==> src/rtl/ofdm_symbol_scheduler.sv <==
// ofdm_symbol_scheduler: sequences one SIGNAL symbol then N DATA symbols from two coded
// byte streams into an AXI-Stream byte output with per-symbol tlast and rate tagging.
module ofdm_symbol_scheduler #(
    parameter int NSYM_W = 12
) (
    input  logic              aclk,
    input  logic              aresetn,
    input  logic [NSYM_W+3:0] cmd_tdata,
    input  logic              cmd_tvalid,
    output logic              cmd_tready,
    input  logic [7:0]        s_sig_tdata,
    input  logic              s_sig_tvalid,
    output logic              s_sig_tready,
    input  logic [7:0]        s_dat_tdata,
    input  logic              s_dat_tvalid,
    output logic              s_dat_tready,
    output logic [7:0]        m_axis_tdata,
    output logic [3:0]        m_axis_tuser,
    output logic              m_axis_tlast,
    output logic              m_axis_tvalid,
    input  logic              m_axis_tready,
    output logic              busy,
    output logic              done,
    output logic              cmd_err
);
    localparam logic [3:0] RATE_6M = 4'b1011;

    typedef enum logic [1:0] {IDLE, SIG, DATA, FLUSH} state_t;

    state_t              state, state_nxt;
    logic [3:0]          rate_q;
    logic [NSYM_W-1:0]   nsym_q, sym_cnt, nsym_last;
    logic [5:0]          byte_cnt, bps, rate_bps;
    logic                load_en, cmd_hs, rate_ok, in_hs, sym_end, drained;
    logic [7:0]          in_data;

    // Every valid RATE code has bit 3 set; bits [1:0] select the BPSK/QPSK/16QAM/64QAM group.
    assign rate_ok   = cmd_tdata[3];
    assign rate_bps  = rate_q[1:0] == 2'b11 ? 6'd6  :
                       rate_q[1:0] == 2'b10 ? 6'd12 :
                       rate_q[1:0] == 2'b01 ? 6'd24 : 6'd36;
    assign bps       = state == SIG ? 6'd6 : rate_bps;
    assign nsym_last = nsym_q - NSYM_W'(1);

    assign load_en      = ~m_axis_tvalid | m_axis_tready;
    assign drained      = ~m_axis_tvalid | m_axis_tready;
    assign cmd_tready   = aresetn & (state == IDLE) & ~done;
    assign s_sig_tready = (state == SIG) & load_en;
    assign s_dat_tready = (state == DATA) & load_en;
    assign cmd_hs       = cmd_tvalid & cmd_tready;
    assign in_hs        = (s_sig_tvalid & s_sig_tready) | (s_dat_tvalid & s_dat_tready);
    assign in_data      = state == SIG ? s_sig_tdata : s_dat_tdata;
    assign sym_end      = byte_cnt == bps - 6'd1;

    always_ff @(posedge aclk) begin
        if (!aresetn) state <= IDLE;
        else          state <= state_nxt;
    end

    always_comb begin
        state_nxt = state;
        case (state)
            IDLE:  state_nxt = cmd_hs && rate_ok ? SIG : IDLE;
            SIG:   state_nxt = in_hs && sym_end ? (nsym_q == '0 ? FLUSH : DATA) : SIG;
            DATA:  state_nxt = in_hs && sym_end && sym_cnt == nsym_last ? FLUSH : DATA;
            FLUSH: state_nxt = drained ? IDLE : FLUSH;
            default: state_nxt = IDLE;
        endcase
    end

    always_ff @(posedge aclk) begin
        if (!aresetn) begin
            rate_q        <= '0;
            nsym_q        <= '0;
            sym_cnt       <= '0;
            byte_cnt      <= '0;
            m_axis_tdata  <= '0;
            m_axis_tuser  <= '0;
            m_axis_tlast  <= 1'b0;
            m_axis_tvalid <= 1'b0;
            busy          <= 1'b0;
            done          <= 1'b0;
            cmd_err       <= 1'b0;
        end else begin
            done    <= state == FLUSH && drained;
            cmd_err <= cmd_hs && !rate_ok;
            if (cmd_hs && rate_ok) begin
                rate_q   <= cmd_tdata[3:0];
                nsym_q   <= cmd_tdata[4 +: NSYM_W];
                sym_cnt  <= '0;
                byte_cnt <= '0;
                busy     <= 1'b1;
            end
            if (state == FLUSH && drained)
                busy <= 1'b0;
            if (in_hs) begin
                byte_cnt      <= sym_end ? 6'd0 : byte_cnt + 6'd1;
                sym_cnt       <= state == DATA && sym_end ? sym_cnt + NSYM_W'(1) : sym_cnt;
                m_axis_tdata  <= in_data;
                m_axis_tuser  <= state == SIG ? RATE_6M : rate_q;
                m_axis_tlast  <= sym_end;
                m_axis_tvalid <= 1'b1;
            end else if (m_axis_tready) begin
                m_axis_tvalid <= 1'b0;
            end
        end
    end
endmodule

==> config.mk <==
export PLATFORM = sky130hd
export DESIGN_NAME = ofdm_symbol_scheduler
export DESIGN_NICKNAME = d
export VERILOG_FILES = /design/src/rtl/ofdm_symbol_scheduler.sv
export SDC_FILE = /design/constraint.sdc
export NUM_CORES = 1
export LEC_CHECK = 0
export ABC_AREA = 1
export CORE_MARGIN = 10
export CORE_UTILIZATION = 35
export DETAILED_ROUTE_END_ITERATION = 12
export HOLD_SLACK_MARGIN = 0.03
export PLACE_DENSITY_LB_ADDON = 0.08
export REMOVE_ABC_BUFFERS = 1
export SYNTH_ARGS = -nofsm -noshare
export SYNTH_HDL_FRONTEND = slang
export SYNTH_SLANG_ARGS = --single-unit
export TNS_END_PERCENT = 20
==> constraint.sdc <==
create_clock -name aclk -period 3.3 [get_ports aclk]
set_clock_uncertainty 0.1 [all_clocks]
set_input_delay 0.495 -clock aclk [delete_from_list [all_inputs] [get_ports aclk]]
set_output_delay 0.495 -clock aclk [all_outputs]
set_load 0.005 [all_outputs]
# After elaboration in Yosys (flattened, before gate mapping)
# Cells that the tools add are included.
# Widths: inputs -> output; s select.
[classes]
eq_ne = 9
addsub = 4
muxes = 20
reduce_logical = 13
bitwise = 12
[ops]
columns = ["operator", "n"]
rows = [
  ["$mux 6", 7],
  ["$mux 12", 3],
  ["$add 12x1->12 const B", 1],
  ["$eq 12x12->1", 1],
  ["$logic_not 12->1", 1],
  ["$sub 12x1->12 const B", 1],
  ["$eq 2x2->1 const B", 4],
  ["$mux 8", 1],
  ["$pmux 2 s4", 1],
  ["$and 1x1->1", 7],
  ["$add 6x1->6 const B", 1],
  ["$eq 6x6->1", 1],
  ["$logic_and 1x1->1", 6],
  ["$sub 6x1->6 const B", 1],
  ["$mux 1", 5],
  ["$eq 2x1->1 const B", 2],
  ["$mux 2", 2],
  ["$mux 4", 1],
  ["$reduce_bool 2->1", 2],
  ["$not 1->1", 3],
  ["$logic_not 2->1", 1],
  ["$ne 2x1->1 const B", 1],
  ["$or 1x1->1", 2],
  ["$reduce_and 2->1", 1],
  ["other kinds (2)", 2],
]
[word_totals]
register_bits = 53
elab_cells = 70
output_inout_bits = 20
input_bits = 38

# Longest topological paths before layout
[depth]
depth_word = 11
ltp_mapped = 18
ltp_nobuf = 17

# Worst setup path after synthesis
# OpenSTA, ideal clock, no wires.
[synth_path]
path_kind = "register to register"
start = "register state[1]"
end = "register sym_cnt[2]"
required_ns = 3.084
path_slack_ns = 0.835
arrival_ns = 2.249
period_less_slack_ns = 2.465
setup_time_ns = 0.116
n_path_buf = 2
path_stages_with_launch = 18
path_cell_list = "dfxtp_1 inv_2 nand2_4 buf_6 clkinv_1 nor2_1 ha_1 nand2_1 nand2_1 nor2_1 nand3_1 nor2_2 nand3_2 nor2_2 nand2_2 buf_6 o21bai_2 a21oi_1"
[synth_between]
elab_chain_cells = 7
word_cells_on_any_way = 20
cone_classes = "1 x add/sub; 4 x eq/ne; 2 x mux; 8 x bitwise; 5 x reduce/logical"
[synth_lines]
columns = ["item", "line", "source"]
rows = [
  ["start: declaration", "30", "state_t state, state_nxt;"],
  ["start signal: assignment", "57", "else state <= state_nxt;"],
  ["$eq 2x1->1 / $logic_not 2->1 (equally long branches)", "42, 48, 47", ""],
  ["$mux 6 / $and 1x1->1 (equally long branches)", "42, 47", ""],
  ["$sub 6x1->6 / $and 1x1->1 (equally long branches)", "53, 47", ""],
  ["$eq 6x6->1 / $and 1x1->1 (equally long branches)", "53, 50", ""],
  ["$logic_and 1x1->1, on equally long branches", "98, 87", ""],
  ["$ne 2x1->1 (no source line) / $reduce_bool 2->1 (equally long branches)", "--", ""],
  ["$reduce_and 2->1 (no source line)", "--", ""],
  ["end signal: assignment", "98", "sym_cnt <= state == DATA && sym_end ? sym_cnt + NSYM_W'(1) : sym_cnt;"],
  ["end: declaration", "32", "logic [NSYM_W-1:0] nsym_q, sym_cnt, nsym_last;"],
]
# Several ways; a longest one is shown, not always the timed one.
# A chain may end at the register's enable or synchronous reset.

# Final worst setup path
[layout_path]
start = "register state[1]"
end = "register sym_cnt[7]"
# The elaborated chain is that of the path after synthesis.

==> impl_metrics.py <==
metrics = {
    "floorplan": {
        "num_io_pins": 58,
        "start_util_pct": 36.5,
        "die_x_um": 113,
        "rows": 33,
        "die-height_um": 113,
        "dieArea_sq_um": 12800,
        "core-area_sq_um": 8300,
    },
    "synth": {
        "ys_async_sr_fraction_pct": 0,
        "synth_seq_cells": 53,
        "syn-cell-area_sq_um": 3030,
        "synthXorXnorAreaFrac_pct": 3.47,
        "yosysTopAreaCellShare_pct": 35.0,
        "synth.area.top_cells": "dfxtp_1 35%, nand2_1 13%, nand3_1 6.9%",
        "synth_most_common_cell": "nand2_1",
        "synth_adder_area_share_pct": 2.89,
        "synth_compound_area_share_pct": 15.3,
        "synth_warnings": 0,
        "synth_top_cell_by_area": "dfxtp_1",
        "synthTopCellsByCount": "104 x nand2_1, 53 x dfxtp_1, 52 x nor2_1",
        "syn_inst": 456,
        "synth-edff-count": 0,
        "synthMuxAreaShare_pct": 0,
        "synth_area_per_cell_sq_um": 6.64,
        "synthDistinctLibCells": 33,
        "ys.flop_type": "dfxtp_1",
        "yosysSeqAreaShare_pct": 35.0,
        "synth_top_family_by_area": "simple AND/OR/NAND/NOR gates",
        "synth-simple-area-share_pct": 33.5,
    },
    "placed_design": {
        "place_inst": 609,
        "port_buffers": 57,
        "routabilityCongestion": 0.823,
        "dp_hpwl_um": 6340,
    },
    "detailed_routing": {
        "avgViaCountPerCell": 4.93,
        "drt_iter0_markers": 88,
        "drt-met1-wl_um": 3700,
        "wl_met2_um": 4240,
        "via_count": 3035,
        "top_layer": "met4",
        "drt-total-wl_um": 8430,
        "drtPass1Iterations": 4,
        "wl_met3_um": 360,
        "antenna_left": 0,
        "drc": 0,
        "wl_per_cell_um": 13.7,
    },
    "setup_path": {
        "crit_fanout": 12,
        "start_kind": "flip-flop",
        "required_ps": 3440,
        "path_cells": "inv_2, nand2_4, clkinv_1, nor2_1, ha_1, nand2_1, nand2_1, nor2_1, nand3_1, nor2_2, nand3_2, nor2_2, nand2_2, nand2_4, nand2_1, a21oi_1",
        "cp_common_cell": "nand2_1",
        "cp-end-kind": "flip-flop",
        "crit_arrival_ps": 2800,
        "critPathSlowestCell": "dfxtp_1",
        "cp_slowest_stage_delay_ps": 390,
        "critPathKind": "flip-flop to flip-flop",
    },
    "timing": {
        "fin_crit_sh_pct": 80.7,
        "slew_violations": 0,
        "hold_viol_final": 0,
        "worst_pin_slew_ps": 687,
        "slew_headroom_pct": 54.2,
        "fin_crit_ps": 2660,
        "setup_viol": 0,
        "fmax_mhz": 376,
        "rsz0062_at_grt": "no",
        "setup-tns-final_ps": 0,
        "whs_ps": 361,
    },
    "clock_network": {
        "cts-root-buf": "clkbuf_8",
        "clk_pin_slew_ps": 100,
        "numCtsBuffers": 5,
        "cts_tree": "done",
        "cts_sinks": 53,
        "cts_resized": 0,
        "postCtsSetupBuffers": 0,
        "h-tree-depth": 2,
        "cts_hold_buf": 0,
        "cts_buffer_depth": 2,
        "clock_latency_ps": 310,
    },
    "power": {
        "powerDensity_nw_per_um2": 348,
        "irDropWorstVdd_v": 0.000154,
        "design_power_total_mw": 1.31,
        "leakage_nw": 1.53,
    },
    "hold_path": {
        "hp-class": "flip-flop to flip-flop",
    },
    "flow_run": {
        "cap_violations": 0,
    },
    "grt": {
        "grt_pass1_vias": 3101,
        "antenna_found_initial": 0,
        "track_usage_pct": 12.9,
        "grt-ovfl-total": 0,
        "grt_max_degree": 41,
        "grt_pass1_wl_um": 14100,
    },
    "status": {
        "status": "complete, no violations",
    },
    "finish": {
        "fin_cells": 616,
        "fillers": 869,
        "final_nets": 556,
        "area.growth.synth_to_final_pct": 24.4,
        "antennaDiodeCount": 0,
        "drive_above_1_share_pct": 6.46,
    },
}
-- registers in the layout, indices dropped and copies added (netlist names) --
name and cells:
done 1, m_axis_tdata 8, byte_cnt 6, cmd_err 1, m_axis_tuser 4, nsym_q 12
sym_cnt 12, m_axis_tlast 1, rate_q 4, m_axis_tvalid 1, state 2, busy 1
-- area by class of cell --
| cell class | instances | area (sq um) | area share [%] |
|---|---|---|---|
| multi-input combinational | 333 | 1670 | 44.3 |
| sequential | 53 | 1060 | 28.2 |
| timing repair buffer | 61 | 601 | 15.9 |
| inverter | 57 | 214 | 5.68 |
| tap | 105 | 131 | 3.49 |
| clock buffer | 6 | 82.6 | 2.19 |
| clock inverter | 1 | 7.51 | 0.199 |
-- metrics by stage --
step | instance area, sq um | util [%] | setup WS [ps]
2_1_floorplan | 2950 | - | 871
3_3_place_gp | 3680 | 44.3 | 694
3_5_place_dp | 3680 | 44.3 | 593
4_1_cts | 3770 | 45.4 | 612
5_1_grt | 3770 | 45.4 | 324
6_report | 3770 | 45.4 | 638
-- critical path: cells and delay by family (launching register included) --
| kind | cells | cell delay (ps) |
|---|---|---|
| DFF | 1 | 390 |
| AOI/OAI and AO/OA | 1 | 110 |
| buffers and inverters | 2 | 220 |
| and+or+nand+nor | 12 | 1500 |
| adders and majority gates | 1 | 260 |
-- where the power goes --
part	switching, mW	leakage, nW	total [mW]	internal [mW]
clock	0.226	0.0433	0.393	0.167
combinational	0.134	1.05	0.248	0.114
sequential	0.0137	0.430	0.672	0.658
-- placed cells by master, fill, tap and decap left out, types with 4 or more instances in the layout --
cell,synthesis,final
a21oi_1,39,39
a31oi_1,8,8
buf_4,0,4
clkbuf_8,0,6
clkdlybuf4s50_1,0,57
dfxtp_1,53,53
ha_1,7,7
inv_1,50,50
inv_2,6,6
nand2_1,104,104
nand3_1,42,42
nand4_1,7,7
nor2_1,52,52
o21ai_0,36,36
xor2_1,10,10
-- per-layer routing --
layer | global-route usage (%) | vias up
met1 | 14.8 | 1371
li1 | - | 1590
met2 | 23.2 | 60
met3 | 3.06 | 14
met5 | 0 | -
met4 | 3.81 | 0
-- worst paths after layout --
kind	from	end	slack, ps	cells past startpoint
setup / recovery	state[1]	sym_cnt[7]	640	16
hold / removal	rate_q[3]	m_axis_tuser[3]	360	2
setup reg to reg	state[1]	sym_cnt[7]	640	16
hold reg to reg	rate_q[3]	m_axis_tuser[3]	360	2
-- logic make-up after synthesis --
logic type / Yosys count
compound gates: 88
xor+xnor: 12
fa+ha+maj: 7
buf+inv: 70
flops: 53
simple gates: 226
Power figures use the tool's default switching activity.
